$ cat config.mk
export PLATFORM = sky130hd
export DESIGN_NAME = control_unit_flat
export DESIGN_NICKNAME = d
export VERILOG_FILES = /design/src/rtl/control_unit_if.sv /design/src/rtl/control_unit.sv /design/src/flat_wrapper.sv
export SDC_FILE = /design/constraint.sdc
export NUM_CORES = 1
export LEC_CHECK = 0
export CORE_AREA = 8 8 45 47
export DETAILED_ROUTE_END_ITERATION = 6
export DIE_AREA = 0 0 53 55
export GPL_TIMING_DRIVEN = 1
export SETUP_SLACK_MARGIN = 0.3
export SYNTH_ARGS = -nofsm -noshare
export SYNTH_HDL_FRONTEND = slang
export SYNTH_SLANG_ARGS = --single-unit
$ cat constraint.sdc
create_clock -name clk -period 1.5 [get_ports clk]
set_input_delay 0.3 -clock clk [delete_from_list [all_inputs] [get_ports clk]]
set_output_delay 0.3 -clock clk [all_outputs]
set_load 0.01 [all_outputs]
$ cat src/rtl/control_unit_if.sv
// Handshake bundle between the accumulator CPU datapath and its control sequencer.
// The datapath side drives enable/opcode/zero; the sequencer side returns the strobes.
interface control_unit_if #(
   parameter int OPW = 3
);
   logic           ena;
   logic [OPW-1:0] opcode;
   logic           zero;
   logic           sel;
   logic           rd;
   logic           ldir;
   logic           inc_pc;
   logic           ld_pc;
   logic           ld_ac;
   logic           wr;
   logic           data_e;
   logic           halt;

   modport master (
      output ena, opcode, zero,
      input  sel, rd, ldir, inc_pc, ld_pc, ld_ac, wr, data_e, halt
   );

   modport slave (
      input  ena, opcode, zero,
      output sel, rd, ldir, inc_pc, ld_pc, ld_ac, wr, data_e, halt
   );
endinterface

$ cat src/rtl/control_unit.sv
// Eight-state fetch/decode/execute sequencer for the 16-bit accumulator CPU,
// with a sticky HALTED state and an enable input that stalls the sequence.
module control_unit #(
   parameter int OPW = 3
) (
   input  logic          clk,
   input  logic          rst,
   control_unit_if.slave bus
);
   localparam logic [OPW-1:0] OP_HLT = OPW'(3'b000);
   localparam logic [OPW-1:0] OP_ADD = OPW'(3'b001);
   localparam logic [OPW-1:0] OP_AND = OPW'(3'b010);
   localparam logic [OPW-1:0] OP_XOR = OPW'(3'b011);
   localparam logic [OPW-1:0] OP_LDA = OPW'(3'b100);
   localparam logic [OPW-1:0] OP_STO = OPW'(3'b101);
   localparam logic [OPW-1:0] OP_SKZ = OPW'(3'b110);
   localparam logic [OPW-1:0] OP_JMP = OPW'(3'b111);

   typedef enum logic [3:0] {
      INST_ADDR  = 4'd0,
      INST_FETCH = 4'd1,
      INST_LOAD  = 4'd2,
      IDLE       = 4'd3,
      OP_ADDR    = 4'd4,
      OP_FETCH   = 4'd5,
      ALU_OP     = 4'd6,
      STORE      = 4'd7,
      HALTED     = 4'd8
   } state_t;

   state_t state_r;
   state_t state_nxt_s;
   logic   ena_r;

   logic sel_s, rd_s, ldir_s, inc_pc_s, ld_pc_s, ld_ac_s, wr_s, data_e_s, halt_s;

   function automatic logic is_aluop(input logic [OPW-1:0] op);
      return (op == OP_ADD) || (op == OP_AND) || (op == OP_XOR) || (op == OP_LDA);
   endfunction

   // State register; ena_r remembers whether the last edge advanced so stall cycles emit no strobes.
   always_ff @(posedge clk) begin
      if (!rst) begin
         state_r <= INST_ADDR;
         ena_r   <= 1'b0;
      end else begin
         state_r <= state_nxt_s;
         ena_r   <= bus.ena;
      end
   end

   // Next-state logic; unknown encodings recover to INST_ADDR even while stalled.
   always_comb begin
      state_nxt_s = state_r;
      if (state_r > HALTED) begin
         state_nxt_s = INST_ADDR;
      end else if (!bus.ena) begin
         state_nxt_s = state_r;
      end else begin
         case (state_r)
            INST_ADDR:  state_nxt_s = INST_FETCH;
            INST_FETCH: state_nxt_s = INST_LOAD;
            INST_LOAD:  state_nxt_s = IDLE;
            IDLE:       state_nxt_s = OP_ADDR;
            OP_ADDR: begin
               if (bus.opcode == OP_HLT) begin
                  state_nxt_s = HALTED;
               end else begin
                  state_nxt_s = OP_FETCH;
               end
            end
            OP_FETCH:   state_nxt_s = ALU_OP;
            ALU_OP:     state_nxt_s = STORE;
            STORE:      state_nxt_s = INST_ADDR;
            HALTED:     state_nxt_s = HALTED;
            default:    state_nxt_s = INST_ADDR;
         endcase
      end
   end

   // Moore decode of registered state, qualified by opcode and zero where the instruction needs it.
   always_comb begin
      sel_s    = 1'b0;
      rd_s     = 1'b0;
      ldir_s   = 1'b0;
      inc_pc_s = 1'b0;
      ld_pc_s  = 1'b0;
      ld_ac_s  = 1'b0;
      wr_s     = 1'b0;
      data_e_s = 1'b0;
      halt_s   = 1'b0;
      case (state_r)
         INST_ADDR: begin
            sel_s = 1'b1;
         end
         INST_FETCH: begin
            sel_s = 1'b1;
            rd_s  = 1'b1;
         end
         INST_LOAD, IDLE: begin
            sel_s  = 1'b1;
            rd_s   = 1'b1;
            ldir_s = 1'b1;
         end
         OP_ADDR: begin
            inc_pc_s = (bus.opcode != OP_HLT);
         end
         OP_FETCH: begin
            rd_s = is_aluop(bus.opcode);
         end
         ALU_OP: begin
            rd_s     = is_aluop(bus.opcode);
            inc_pc_s = (bus.opcode == OP_SKZ) && bus.zero;
            ld_pc_s  = (bus.opcode == OP_JMP);
            data_e_s = (bus.opcode == OP_STO);
         end
         STORE: begin
            rd_s     = is_aluop(bus.opcode);
            inc_pc_s = (bus.opcode == OP_JMP);
            ld_pc_s  = (bus.opcode == OP_JMP);
            ld_ac_s  = is_aluop(bus.opcode);
            wr_s     = (bus.opcode == OP_STO);
            data_e_s = (bus.opcode == OP_STO);
         end
         HALTED: begin
            sel_s  = 1'b1;
            halt_s = 1'b1;
         end
         default: begin
            sel_s = 1'b1;
         end
      endcase
   end

   assign bus.sel    = sel_s;
   assign bus.halt   = halt_s;
   assign bus.rd     = rd_s     & ena_r;
   assign bus.ldir   = ldir_s   & ena_r;
   assign bus.inc_pc = inc_pc_s & ena_r;
   assign bus.ld_pc  = ld_pc_s  & ena_r;
   assign bus.ld_ac  = ld_ac_s  & ena_r;
   assign bus.wr     = wr_s     & ena_r;
   assign bus.data_e = data_e_s & ena_r;
endmodule

$ cat src/flat_wrapper.sv
// flat-port wrapper written by rule: the top's interface ports become plain ports
module control_unit_flat 
#(
   parameter int OPW = 3
)
  (clk, rst, bus_ena, bus_opcode, bus_zero, bus_sel, bus_rd, bus_ldir, bus_inc_pc, bus_ld_pc, bus_ld_ac, bus_wr, bus_data_e, bus_halt);
  control_unit_if #(.OPW(OPW)) bus_i ();
  input  logic clk;
  input  logic rst;
  input wire logic [$bits(bus_i.ena)-1:0] bus_ena;
  input wire logic [$bits(bus_i.opcode)-1:0] bus_opcode;
  input wire logic [$bits(bus_i.zero)-1:0] bus_zero;
  output wire logic [$bits(bus_i.sel)-1:0] bus_sel;
  output wire logic [$bits(bus_i.rd)-1:0] bus_rd;
  output wire logic [$bits(bus_i.ldir)-1:0] bus_ldir;
  output wire logic [$bits(bus_i.inc_pc)-1:0] bus_inc_pc;
  output wire logic [$bits(bus_i.ld_pc)-1:0] bus_ld_pc;
  output wire logic [$bits(bus_i.ld_ac)-1:0] bus_ld_ac;
  output wire logic [$bits(bus_i.wr)-1:0] bus_wr;
  output wire logic [$bits(bus_i.data_e)-1:0] bus_data_e;
  output wire logic [$bits(bus_i.halt)-1:0] bus_halt;
  assign bus_i.ena = bus_ena;
  assign bus_i.opcode = bus_opcode;
  assign bus_i.zero = bus_zero;
  assign bus_sel = bus_i.sel;
  assign bus_rd = bus_i.rd;
  assign bus_ldir = bus_i.ldir;
  assign bus_inc_pc = bus_i.inc_pc;
  assign bus_ld_pc = bus_i.ld_pc;
  assign bus_ld_ac = bus_i.ld_ac;
  assign bus_wr = bus_i.wr;
  assign bus_data_e = bus_i.data_e;
  assign bus_halt = bus_i.halt;
  control_unit #(.OPW(OPW)) u_core (.clk(clk), .rst(rst), .bus(bus_i));
endmodule
* Word-level counts from Yosys, hierarchy flattened
Cells that the tools add are included.
** Word-level totals
- Bits in registers :: 5
- Logic and storage cells :: 50
- Bits of input ports :: 7
- Output and inout bits :: 9
** Operators by class
- Reduce and logical (&&, ||, !) cells :: 13
- Bitwise logic cells :: 8
- Multiplexer cells :: 11
- $lt $le $gt $ge :: 1
- Eq/ne operators :: 15
** Operators with widths (number)
- case mux 4 bit (8 select lines) :: 1
- equality test 4 x 3 -> 1 bit (second input constant) :: 4
- equality test 3 bit (second input constant) :: 4
- equality test 4 x 2 -> 1 bit (second input constant) :: 2
- bitwise AND 1 bit :: 7
- two-way mux 1 bit :: 7
- equality test 3 x 2 -> 1 bit (second input constant) :: 2
- OR reduction 2 bit :: 3
- OR reduction 3 bit :: 2
- equality test 4 x 1 -> 1 bit (second input constant) :: 1
- equality test 4 bit (second input constant) :: 1
- > comparator 4 bit (second input constant) :: 1
- logical NOT 4 bit :: 1
- two-way mux 4 bit :: 1
- OR reduction 4 bit :: 1
- equality test 3 x 1 -> 1 bit (second input constant) :: 1
- logical NOT 3 bit :: 1
- logical OR 1 bit :: 3
- case mux 1 bit (3 select lines) :: 1
- nonzero test 3 bit :: 1
- case mux 1 bit (2 select lines) :: 1
- logical AND 1 bit :: 1
- inverter 1 bit :: 1

* Longest topological paths before layout
Gate-level depths: netlist of run 1.
- Word-level depth :: 6
- Gate-level depth with buffers :: 4
- Mapped depth without buffers :: 3

* Worst setup path after synthesis of run 1
No wires, ideal clock.
- Kind :: register to output
- Start point :: reg u_core.state_r[3]
- End point :: out bus_wr
- Data arrival time :: 1.098 ns
- Required time :: 1.200 ns
- Cell stages (with the launch flop) :: 4
- Setup slack :: 0.102 ns
- Buffers on the path :: 0
- Path through :: dfxtp_1 > nand2b_1 > nor4_2 > and2_1
** On the way
- Word-level cells in the longest chain between the ends :: 3
** RTL lines
- start, declared :: line control_unit.sv:31 : state_t state_r;
- start signal, assigned :: line control_unit.sv:47 : state_r <= state_nxt_s;
- equality test 4 x 3 -> 1 bit :: line control_unit.sv:92 : case (state_r)
- two-way mux 1 bit :: line control_unit.sv:92
- bitwise AND 1 bit :: line control_unit.sv:142 : assign bus.wr = wr_s & ena_r;
- end, declared :: line flat_wrapper.sv:19 : output wire logic [$bits(bus_i.wr)-1:0] bus_wr;
No other way between the ends.

* Worst setup path after layout of run 1
Ends and elaborated chain as after synthesis.

==> impl_results.md, run 1 <==
* Synthesis Warnings at 0
* Starting Density at 0.265
* DRT Pass-1 Iters at 4
* Setup TNS at -0.0962 ns
* CTS tree: yes
* Via/cell ratio at around 5
* Syn Inst Count at 49
* I/O pin cnt at 16
* TritonCTS Buffers at 3
* Netlist cell types at 27
* Max_cap viols at 0
* Reg area at 108 um2
* M1 GR Usage at 0.108
* Gr ovfl total at 0
* Setup ws final at -0.0554 ns
* Post-route insts no fill at 104
* DP Cell Count at 96
* Met3 usage at 0.0401
* Antenna Diode Count at 0
* Crit. End Element: output port
* Core area at roughly 1400 um2
* Hold_buf cts at 0
* Synthesized flop and latch total at 5
* Status: finished with violations
* Final period utilization at 1.04
* Final wirelength at 1500 um
* Clock Latency Late Sink at 0.25 ns
* Critical Path Fanout Max at 4
* P_leak at 0.343 nW
* Die Y at 55 um
* Share of cells above drive strength 1 at 0.636
* Vias in the first global route at 515
* Initial drt markers at 5
* Register area share after synthesis at 0.273
* CP Launch Type: flip-flop
* Root Driver: clkbuf_4
* Worst Path Arrival at 1.26 ns
* Setup CP Type: flip-flop to output port
* Clock Skews at 0.00410 ns
* Filler cell count at around 160
* Post-route ant nets at 0
* Worst Max-Slew Pin Slew at 0.243 ns
* Final slew viol count at 0
* Pin count of the biggest net entering global routing at 7
* GPL Wtd Cong at about 0.80
* Die area at 2920 um2
* Clock slew at reported path FFs at 0.05 ns
* Hold Path Class: primary input to flip-flop
* Clk buf depth at 2
* WL/cell at 14.4 um
* Final instance area at 746 um2
* Cell Pwr Density at 562 nW/um2
* Syn avg cell area at around 7.5 um2
* Antenna violations before repair at 0
* Total track usage at 0.110
* Dpl cell area at 683 um2
* GRT busiest layer: met2
* Vias at between 500 and 600
* Die X-Extent at 53 um
* Critical path buffers and inverters at 1
* Hpwl dp at roughly 1100 um
* Slowest cell on crit path: dfxtp_2
* Area occupied by multi-input gates at 303 um2
* First-pass GRT wire length at 2340 um
* Worst path required time at about 1.2 ns
* Final-report hold violation count at 0
* Crit path largest cell delay at 0.32 ns
* Post-layout min period at 1.56 ns
* Failing checks: setup timing
* # clock sinks at 5
* Met2 Use GR at 0.191
* Row count at 14
* Final setup viols at 2
* Mapped Nets at 56
* Clock H-tree levels at 1
* Area growth syn-to-layout at 103%
* Fmax achieved at 643 MHz
* Worst path cell trace: nand2b_4, nor4_4, and2_4, buf_6
* Max IR drop VDD at 0.368 mV
* Max transition margin at 0.837
* Cell family with most CP delay: simple AND/OR/NAND/NOR gates
* # DRC at 0
* IO buf count at 15
* Netlist Area Pre-Place at between 300 and 400 um2
* RSZ-0062 raised after global routing: true
* Final net count at 96
## logic make-up (layout without fill, tap and decap cells)
family,after synthesis,after routing,share of synthesized area
buffers and inverters,6,45,0.0648
and+or+nand+nor,26,26,0.386
AOI/OAI and AO/OA,10,10,0.229
xor gates and xnor gates,2,2,0.0478
DFF,5,5,0.273
## layout by cell type (no fill, tap or decap), types with 2 or more instances in the layout
master / netlist / layout
nand2b_4: 0 / 2
dlygate4sd2_1: 0 / 2
inv_1: 5 / 4
nor3_2: 1 / 4
clkbuf_4: 0 / 3
dfxtp_2: 0 / 3
buf_2: 1 / 10
nand2_1: 8 / 8
buf_4: 0 / 18
buf_6: 0 / 4
nor2_1: 4 / 3
## through the flow
step                setup slack [ns]  power (mW)  utilization  hold WS [ns]
floorplan                      0.194       0.192            -         0.400
global placement              -0.807       0.253        0.494         0.645
detailed placement            -0.811       0.255        0.494         0.645
CTS                          -0.0713       0.418        0.514         0.613
global route                  -0.122       0.446        0.539         0.499
finish                       -0.0554       0.419        0.539         0.474
## flip-flops by register name (all words and copies together) (netlist names)
| signal | flops |
|---|---|
| u_core.ena_r | 1 |
| u_core.state_r | 4 |
## worst register-to-register path, delay by kind of cell (launching register included)
kind	cells	cell delay [ns]
DFF	1	0.35
buffers and inverters	3	0.34
AOI/OAI and AO/OA	3	0.34
## where the power goes
group	internal, mW	total (mW)	switching [mW]	leakage (nW)
sequential	0.138	0.145	0.00622	0.0430
combinational	0.0572	0.113	0.0554	0.285
clock	0.101	0.162	0.0608	0.0150
## final timing paths
kind,startpoint,to,slack (ns),cells past startpoint
setup / recovery,u_core.state_r[3],bus_wr,-0.06,4
hold / removal,bus_ena,u_core.state_r[0],0.47,4
setup reg to reg,u_core.state_r[2],u_core.state_r[2],0.35,6
hold reg to reg,u_core.state_r[0],u_core.state_r[0],0.62,3
## metal layers
layer,vias to the layer above,wire length (um)
met2,14,784
met3,4,106
li1,251,-
met4,0,31
met1,245,575
met5,-,0
## cell usage after synthesis
cell / n / area [um2]
and2_1: 2 / 12.5
xor2_1: 1 / 8.76
buf_2: 1 / 5.00
dfxtp_1: 5 / 100
nand3_1: 1 / 5.00
nor2b_1: 1 / 6.26
o22a_1: 1 / 8.76
nor2_1: 4 / 15.0
nor4_2: 1 / 12.5
a221oi_2: 1 / 15.0
inv_1: 5 / 18.8
xnor2_1: 1 / 8.76
a31o_2: 1 / 8.76
a211oi_1: 1 / 7.51
and3_2: 1 / 7.51
nor3_1: 3 / 15.0
nor4_1: 1 / 6.26
a31oi_1: 1 / 6.26
o2111ai_1: 1 / 8.76
o21ai_0: 1 / 5.00
nor3_2: 1 / 10.0
nand4b_1: 1 / 8.76
a21oi_1: 1 / 5.00
a311o_1: 1 / 10.0
nand2_1: 8 / 30.0
a21oi_2: 1 / 8.76
nand2b_1: 2 / 12.5
## final cells by class
class                   instances  area share
flip-flops and latches          5       0.144
well taps                      16      0.0268
repair buffers                 36       0.362
clock buffers                   4      0.0352
multi-input cells              38       0.406
inverters                       5      0.0252
## timing repair
| action | 4_1_cts | 5_1_grt |
|---|---|---|
| pin swaps | 6 | 5 |
| gates resized for setup | 59 | 6 |
| cloned | 0 | 0 |
| endpoints found under the setup margin | 12 | 10 |
| buffers inserted | 2 | 2 |
Power figures use the tool's default switching activity.
==> run 2, diff against run 1 <==
--- a/config.mk
+++ b/config.mk
@@ -8,7 +8,8 @@
 export CORE_AREA = 8 8 45 47
 export DETAILED_ROUTE_END_ITERATION = 6
 export DIE_AREA = 0 0 53 55
-export GPL_TIMING_DRIVEN = 1
+export GPL_TIMING_DRIVEN = 0
+export REMOVE_ABC_BUFFERS = 1
 export SETUP_SLACK_MARGIN = 0.3
 export SYNTH_ARGS = -nofsm -noshare
 export SYNTH_HDL_FRONTEND = slang
==> impl_results.md, run 2 (same netlist as run 1, synthesis figures left out) <==
* Row count at 14
* Setup ws final at -0.00440 ns
* Total track usage at 0.0979
* DRT Pass-1 Iters at 4
* Fmax achieved at 665 MHz
* Top flop regs: u_core.state_r x4, u_core.ena_r x1
* Clock H-tree levels at 1
* Status: finished with violations
* Reg2reg start: u_core.state_r[0]
* Max IR drop VDD at 0.425 mV
* Critical Path Fanout Max at 5
* Antenna violations before repair at 0
* Area growth syn-to-layout at 97.6%
* Final wirelength at approximately 1400 um
* Antenna Diode Count at 0
* # DRC at 0
* P_leak at ~0.33 nW
* Pin count of the biggest net entering global routing at 8
* Die X-Extent at about 53 um
* Total power at 0.413 mW
* TritonCTS Buffers at 3
* Failing checks: setup timing
* # clock sinks at 5
* Max_cap viols at 0
* Die Y at roughly 55 um
* Post-route ant nets at 0
* Core area at around 1400 um2
* Critical path origin: u_core.state_r[0]
* Post-layout min period at about 1.5 ns
* Worst Path Arrival at 1.20 ns
* Die area at 2920 um2
* Via/cell ratio at just under 5
* Initial drt markers at 5
* Cell Pwr Density at 570 nW/um2
* First-pass GRT wire length at 2130 um
* Vias in the first global route at 485
* Gr ovfl total at 0
* Vias at 477
* Worst Max-Slew Pin Slew at 0.283 ns
* Setup WS pre-CTS at -0.890 ns
* Hold WS at 0.377 ns
* Setup CP Type: flip-flop to output port
* Crit. End Element: output port
* IO buf count at 15
* Largest register FFs at 4
* Filler cell count at 137
* Hold_buf cts at 0
* RSZ-0062 raised after global routing: true
* Starting Density at 0.265
* Final period utilization at 1.00
* Min-delay src: bus_opcode[0]
* Root Driver: clkbuf_4
* Clock slew at reported path FFs at 0.05 ns
* Worst path required time at 1.20 ns
* CTS tree: yes
* CP Launch Type: flip-flop
* I/O pin cnt at 16
* Clk buf depth at 2
* Most common cell after layout, fill and taps aside: buf_4
* Final net count at 88
* Hpwl dp at 804 um
* Final setup viols at 1
* GPL Wtd Cong at roughly 0.75
* Hold Path Class: primary input to flip-flop
* Share of cells above drive strength 1 at 0.663
* Reg with most FFs: u_core.state_r
* Final slew viol count at 0
* WL/cell at 14.2 um
* Highest-count cells in the layout ignoring fill and taps: buf_4, buf_2, nand2_1
* Max transition margin at 0.811
* Final-report hold violation count at 0
* Clock Latency Late Sink at 0.24 ns
* Clock Skews at 0.00371 ns
run 2: cell count changes in the layout (fill, tap and decap cells not counted), sizes merged:
| cell | delta |
|---|---|
| buf | -7 |
| dlygate4sd2 | -2 |
| clkdlybuf4s15 | +1 |
run 2: layer usage:
metal / vias up / part of all wire / track usage
met3: 2 / 0.097 / 0.0294
met4: 0 / 0.014 / 0.0647
met5: - / 0 / 0
met2: 18 / 0.50 / 0.178
li1: 236 / - / -
met1: 221 / 0.38 / 0.0944
run 2: power by group:
part,total [mW],internal [mW],switching (mW),leakage [nW]
clock network,0.157,0.101,0.0565,0.0150
registers,0.144,0.135,0.00850,0.0439
logic,0.112,0.0564,0.0557,0.271
total,0.413,0.292,0.121,0.330
run 2: critical path: stages (launching register included):
cell      delay [ns]
dfxtp_4         0.35
o22a_1          0.22
a221oi_2        0.23
buf_2           0.17
run 2: path summary, 6_finish.rpt:
kind                            depth (start not counted)                end  slack (ns)
worst min-delay path                                    4  u_core.state_r[3]        0.38
worst max-delay path                                    3         bus_inc_pc      -0.004
worst min register to register                          3  u_core.state_r[2]        0.58
worst max register to register                          5  u_core.state_r[2]        0.42
run 2: final cells by class:
type	instances	area, um2	share of cell area
Clock buffer	4	26.3	0.0363
Timing Repair Buffer	28	216	0.299
Tap cell	16	20.0	0.0276
Multi-Input combinational cell	38	328	0.453
Sequential cell	5	115	0.159
Inverter	5	18.8	0.0259
run 2: what timing repair did:
action	in CTS	in global routing
pin swaps	6	5
setup endpoints to repair	11	11
gates resized for setup	81	8
buffers inserted	9	4
run 2: per-stage QoR:
stage / setup TNS, ns / util / area (um2) / instances
after global routing: -0.211 / 0.524 / 724 / 96
after detailed placement: -4.85 / 0.384 / 532 / 79
after CTS: -0.0312 / 0.481 / 666 / 92
after global placement: -4.88 / 0.384 / 532 / 79
final: -0.00440 / 0.524 / 724 / 96
after floorplan: 0 / - / 362 / 48
==> run 3, diff against run 2 <==
--- a/config.mk
+++ b/config.mk
@@ -5,6 +5,7 @@
 export SDC_FILE = /design/constraint.sdc
 export NUM_CORES = 1
 export LEC_CHECK = 0
+export ABC_AREA = 1
 export CORE_AREA = 8 8 45 47
 export DETAILED_ROUTE_END_ITERATION = 6
 export DIE_AREA = 0 0 53 55
==> constraint.sdc (replaced) <==
create_clock -name clk -period 1.3 [get_ports clk]
set_input_delay 0.26 -clock clk [delete_from_list [all_inputs] [get_ports clk]]
set_output_delay 0.26 -clock clk [all_outputs]
set_load 0.01 [all_outputs]
==> impl_results.md, run 3 <==
* Most common cell after layout, fill and taps aside: nand2_1
* Total track usage at 0.106
* Clock Skews at 0.00444 ns
* CP Launch Type: flip-flop
* Switching Share at 0.310
* Internal power at 0.319 mW
* Main flop type after synthesis: dfxtp_1
* Top flop regs: u_core.state_r x4, u_core.ena_r x1
* Netlist cell types at 17
* Die Y at roughly 55 um
* Final net count at 110
* Core area at 1380 um2
* Reg with most FFs: u_core.state_r
* Post-layout min period at 1.49 ns
* Hpwl dp at ~910 um
* Post-route ant nets at 0
* Top cell type by total area after synthesis: dfxtp_1
* Crit. End Element: output port
* Via/cell ratio at roughly 4.8
* Clock Latency Late Sink at 0.25 ns
* Filler cell count at 151
* Clock H-tree levels at 1
* Max_cap viols at 0
* Highest-count cells in the layout ignoring fill and taps: nand2_1, buf_4, buf_2
* Die area at 2920 um2
* Starting Density at 0.313
* Die X-Extent at 53 um
* Synth top area share at 0.231
* Setup CP Type: flip-flop to output port
* Ys async rst share at 0
* Dpl cell area at 603 um2
* Final instance area at 778 um2
* Final wirelength at about 1500 um
* Pin count of the biggest net entering global routing at 8
* Clk buf depth at 2
* IO buf count at 15
* Sequential share of power at 0.371
* Most common cell in the synthesized netlist: nand2_1
* # clock sinks at 5
* P_leak at ~0.36 nW
* Root Driver: clkbuf_4
* Netlist Area Pre-Place at around 430 um2
* Post-synth EDFFs at 0
* WL/cell at between 10 and 15 um
* Status: finished with violations
* RSZ-0062 raised after global routing: true
* Final period utilization at 1.14
* Hold Path Class: flip-flop to flip-flop
* P_sw at 0.143 mW
* Vias at 564
* Vias in the first global route at 578
* Worst Max-Slew Pin Slew at roughly 0.22 ns
* DRT Pass-1 Iters at 4
* Cell Pwr Density at 594 nW/um2
* Synthesized flop and latch total at 5
* TritonCTS Buffers at 3
* Syn avg cell area at 6.18 um2
* # DRC at 0
* Worst Path Arrival at 1.23 ns
* Fmax achieved at 673 MHz
* Failing checks: setup timing
* CTS tree: yes
* Setup TNS at -1.05 ns
* Gr ovfl total at 0
* I/O pin cnt at 16
* Share of cells above drive strength 1 at 0.598
* Commonest cells post-synth: nand2_1, inv_1, nand3_1
* First-pass GRT wire length at 2360 um
* Antenna Diode Count at 0
* Critical Path Fanout Max at 4
* Comb pwr share at 0.225
* Area growth syn-to-layout at 79.8%
* Clk pwr share at 0.404
* Syn Inst Count at 70
* Largest register FFs at 4
* Final-report hold violation count at 0
* Initial drt markers at 11
* GPL Wtd Cong at approximately 0.84
* Synthesis Warnings at 0
* Max IR drop VDD at approximately 0.55 mV
* Register area share after synthesis at 0.231
* Row count at 14
* Synth top area cells: dfxtp_1, nand2_1, nand3_1, inv_1, nor2_1
* Worst path required time at 1.04 ns
* Setup ws final at -0.185 ns
* Final setup viols at 8
* Max transition margin at 0.854
* Antenna violations before repair at 0
* Final slew viol count at 0
* Clock slew at reported path FFs at 0.05 ns
run 3: cell types whose count changed in the layout (fill, tap and decap cells not counted), sizes merged, moves of 3 or more:
cell / delta
nand2: +12
nor2: +4
nand3: +9
buf: -3
inv: +8
a21oi: +3
run 3: final timing paths:
kind	from	cells past startpoint	endpoint	slack (ns)
worst max-delay path	u_core.state_r[2]	5	bus_wr	-0.19
worst min-delay path	u_core.state_r[0]	2	u_core.state_r[0]	0.54
worst max register to register	u_core.state_r[2]	8	u_core.state_r[2]	0.15
worst min register to register	u_core.state_r[0]	2	u_core.state_r[0]	0.54
run 3: logic make-up (layout without fill, tap and decap cells):
family | Yosys count | after routing | share of synthesized area
flip-flops | 5 | 5 | 0.231
AO/OA/AOI/OAI | 7 | 7 | 0.133
buffers and inverters | 13 | 45 | 0.113
AND/OR/NAND/NOR | 45 | 45 | 0.523
run 3: per-stage QoR:
stage / worst slack (ns) / hold WS (ns) / utilization / std cells / power, mW
detailed placement: -0.811 / 0.528 / 0.436 / 101 / 0.259
global route: -0.272 / 0.575 / 0.562 / 118 / 0.487
global placement: -0.798 / 0.521 / 0.436 / 101 / 0.258
floorplan: 0.0717 / 0.353 / - / 70 / 0.219
CTS: -0.212 / 0.529 / 0.529 / 115 / 0.458
finish: -0.185 / 0.537 / 0.562 / 118 / 0.463
run 3: power by group through the flow:
stage	clock network (mW)	registers (mW)	logic, mW
4_1_cts	0.193	0.171	0.0938
5_1_grt	0.199	0.173	0.115
3_5_place_dp	0	0.174	0.0850
2_1_floorplan	0	0.171	0.0486
6_report	0.187	0.172	0.104
3_3_place_gp	0	0.174	0.0844
run 3: area by class of cell:
class,instances,area [um2],area share
sequential,5,113,0.145
tap,16,20.0,0.0257
multi-input combinational,52,349,0.449
timing repair buffer,28,219,0.281
clock buffer,4,26.3,0.0338
inverter,13,51.3,0.0659
run 3: routing by layer:
metal  vias up  global-route usage  part of all wire
met5         -                   0                 0
met1       257               0.104              0.37
met2        12               0.193              0.56
met4         0              0.0647             0.011
li1        291                   -                 -
met3         4              0.0294             0.054
run 3: worst max-delay path: stages (launching register included):
cell     delay, ns
dfxtp_2       0.36
inv_2         0.06
nor2_4        0.14
nand3_4       0.12
nor4_2        0.14
buf_2         0.17
run 3: what timing repair did:
action / CTS / global route
setup buffers: 10 / 3
setup endpoints to repair: 13 / 13
pin swaps: 5 / 6
gates resized for setup: 62 / 11
hold buffers: 0 / 0
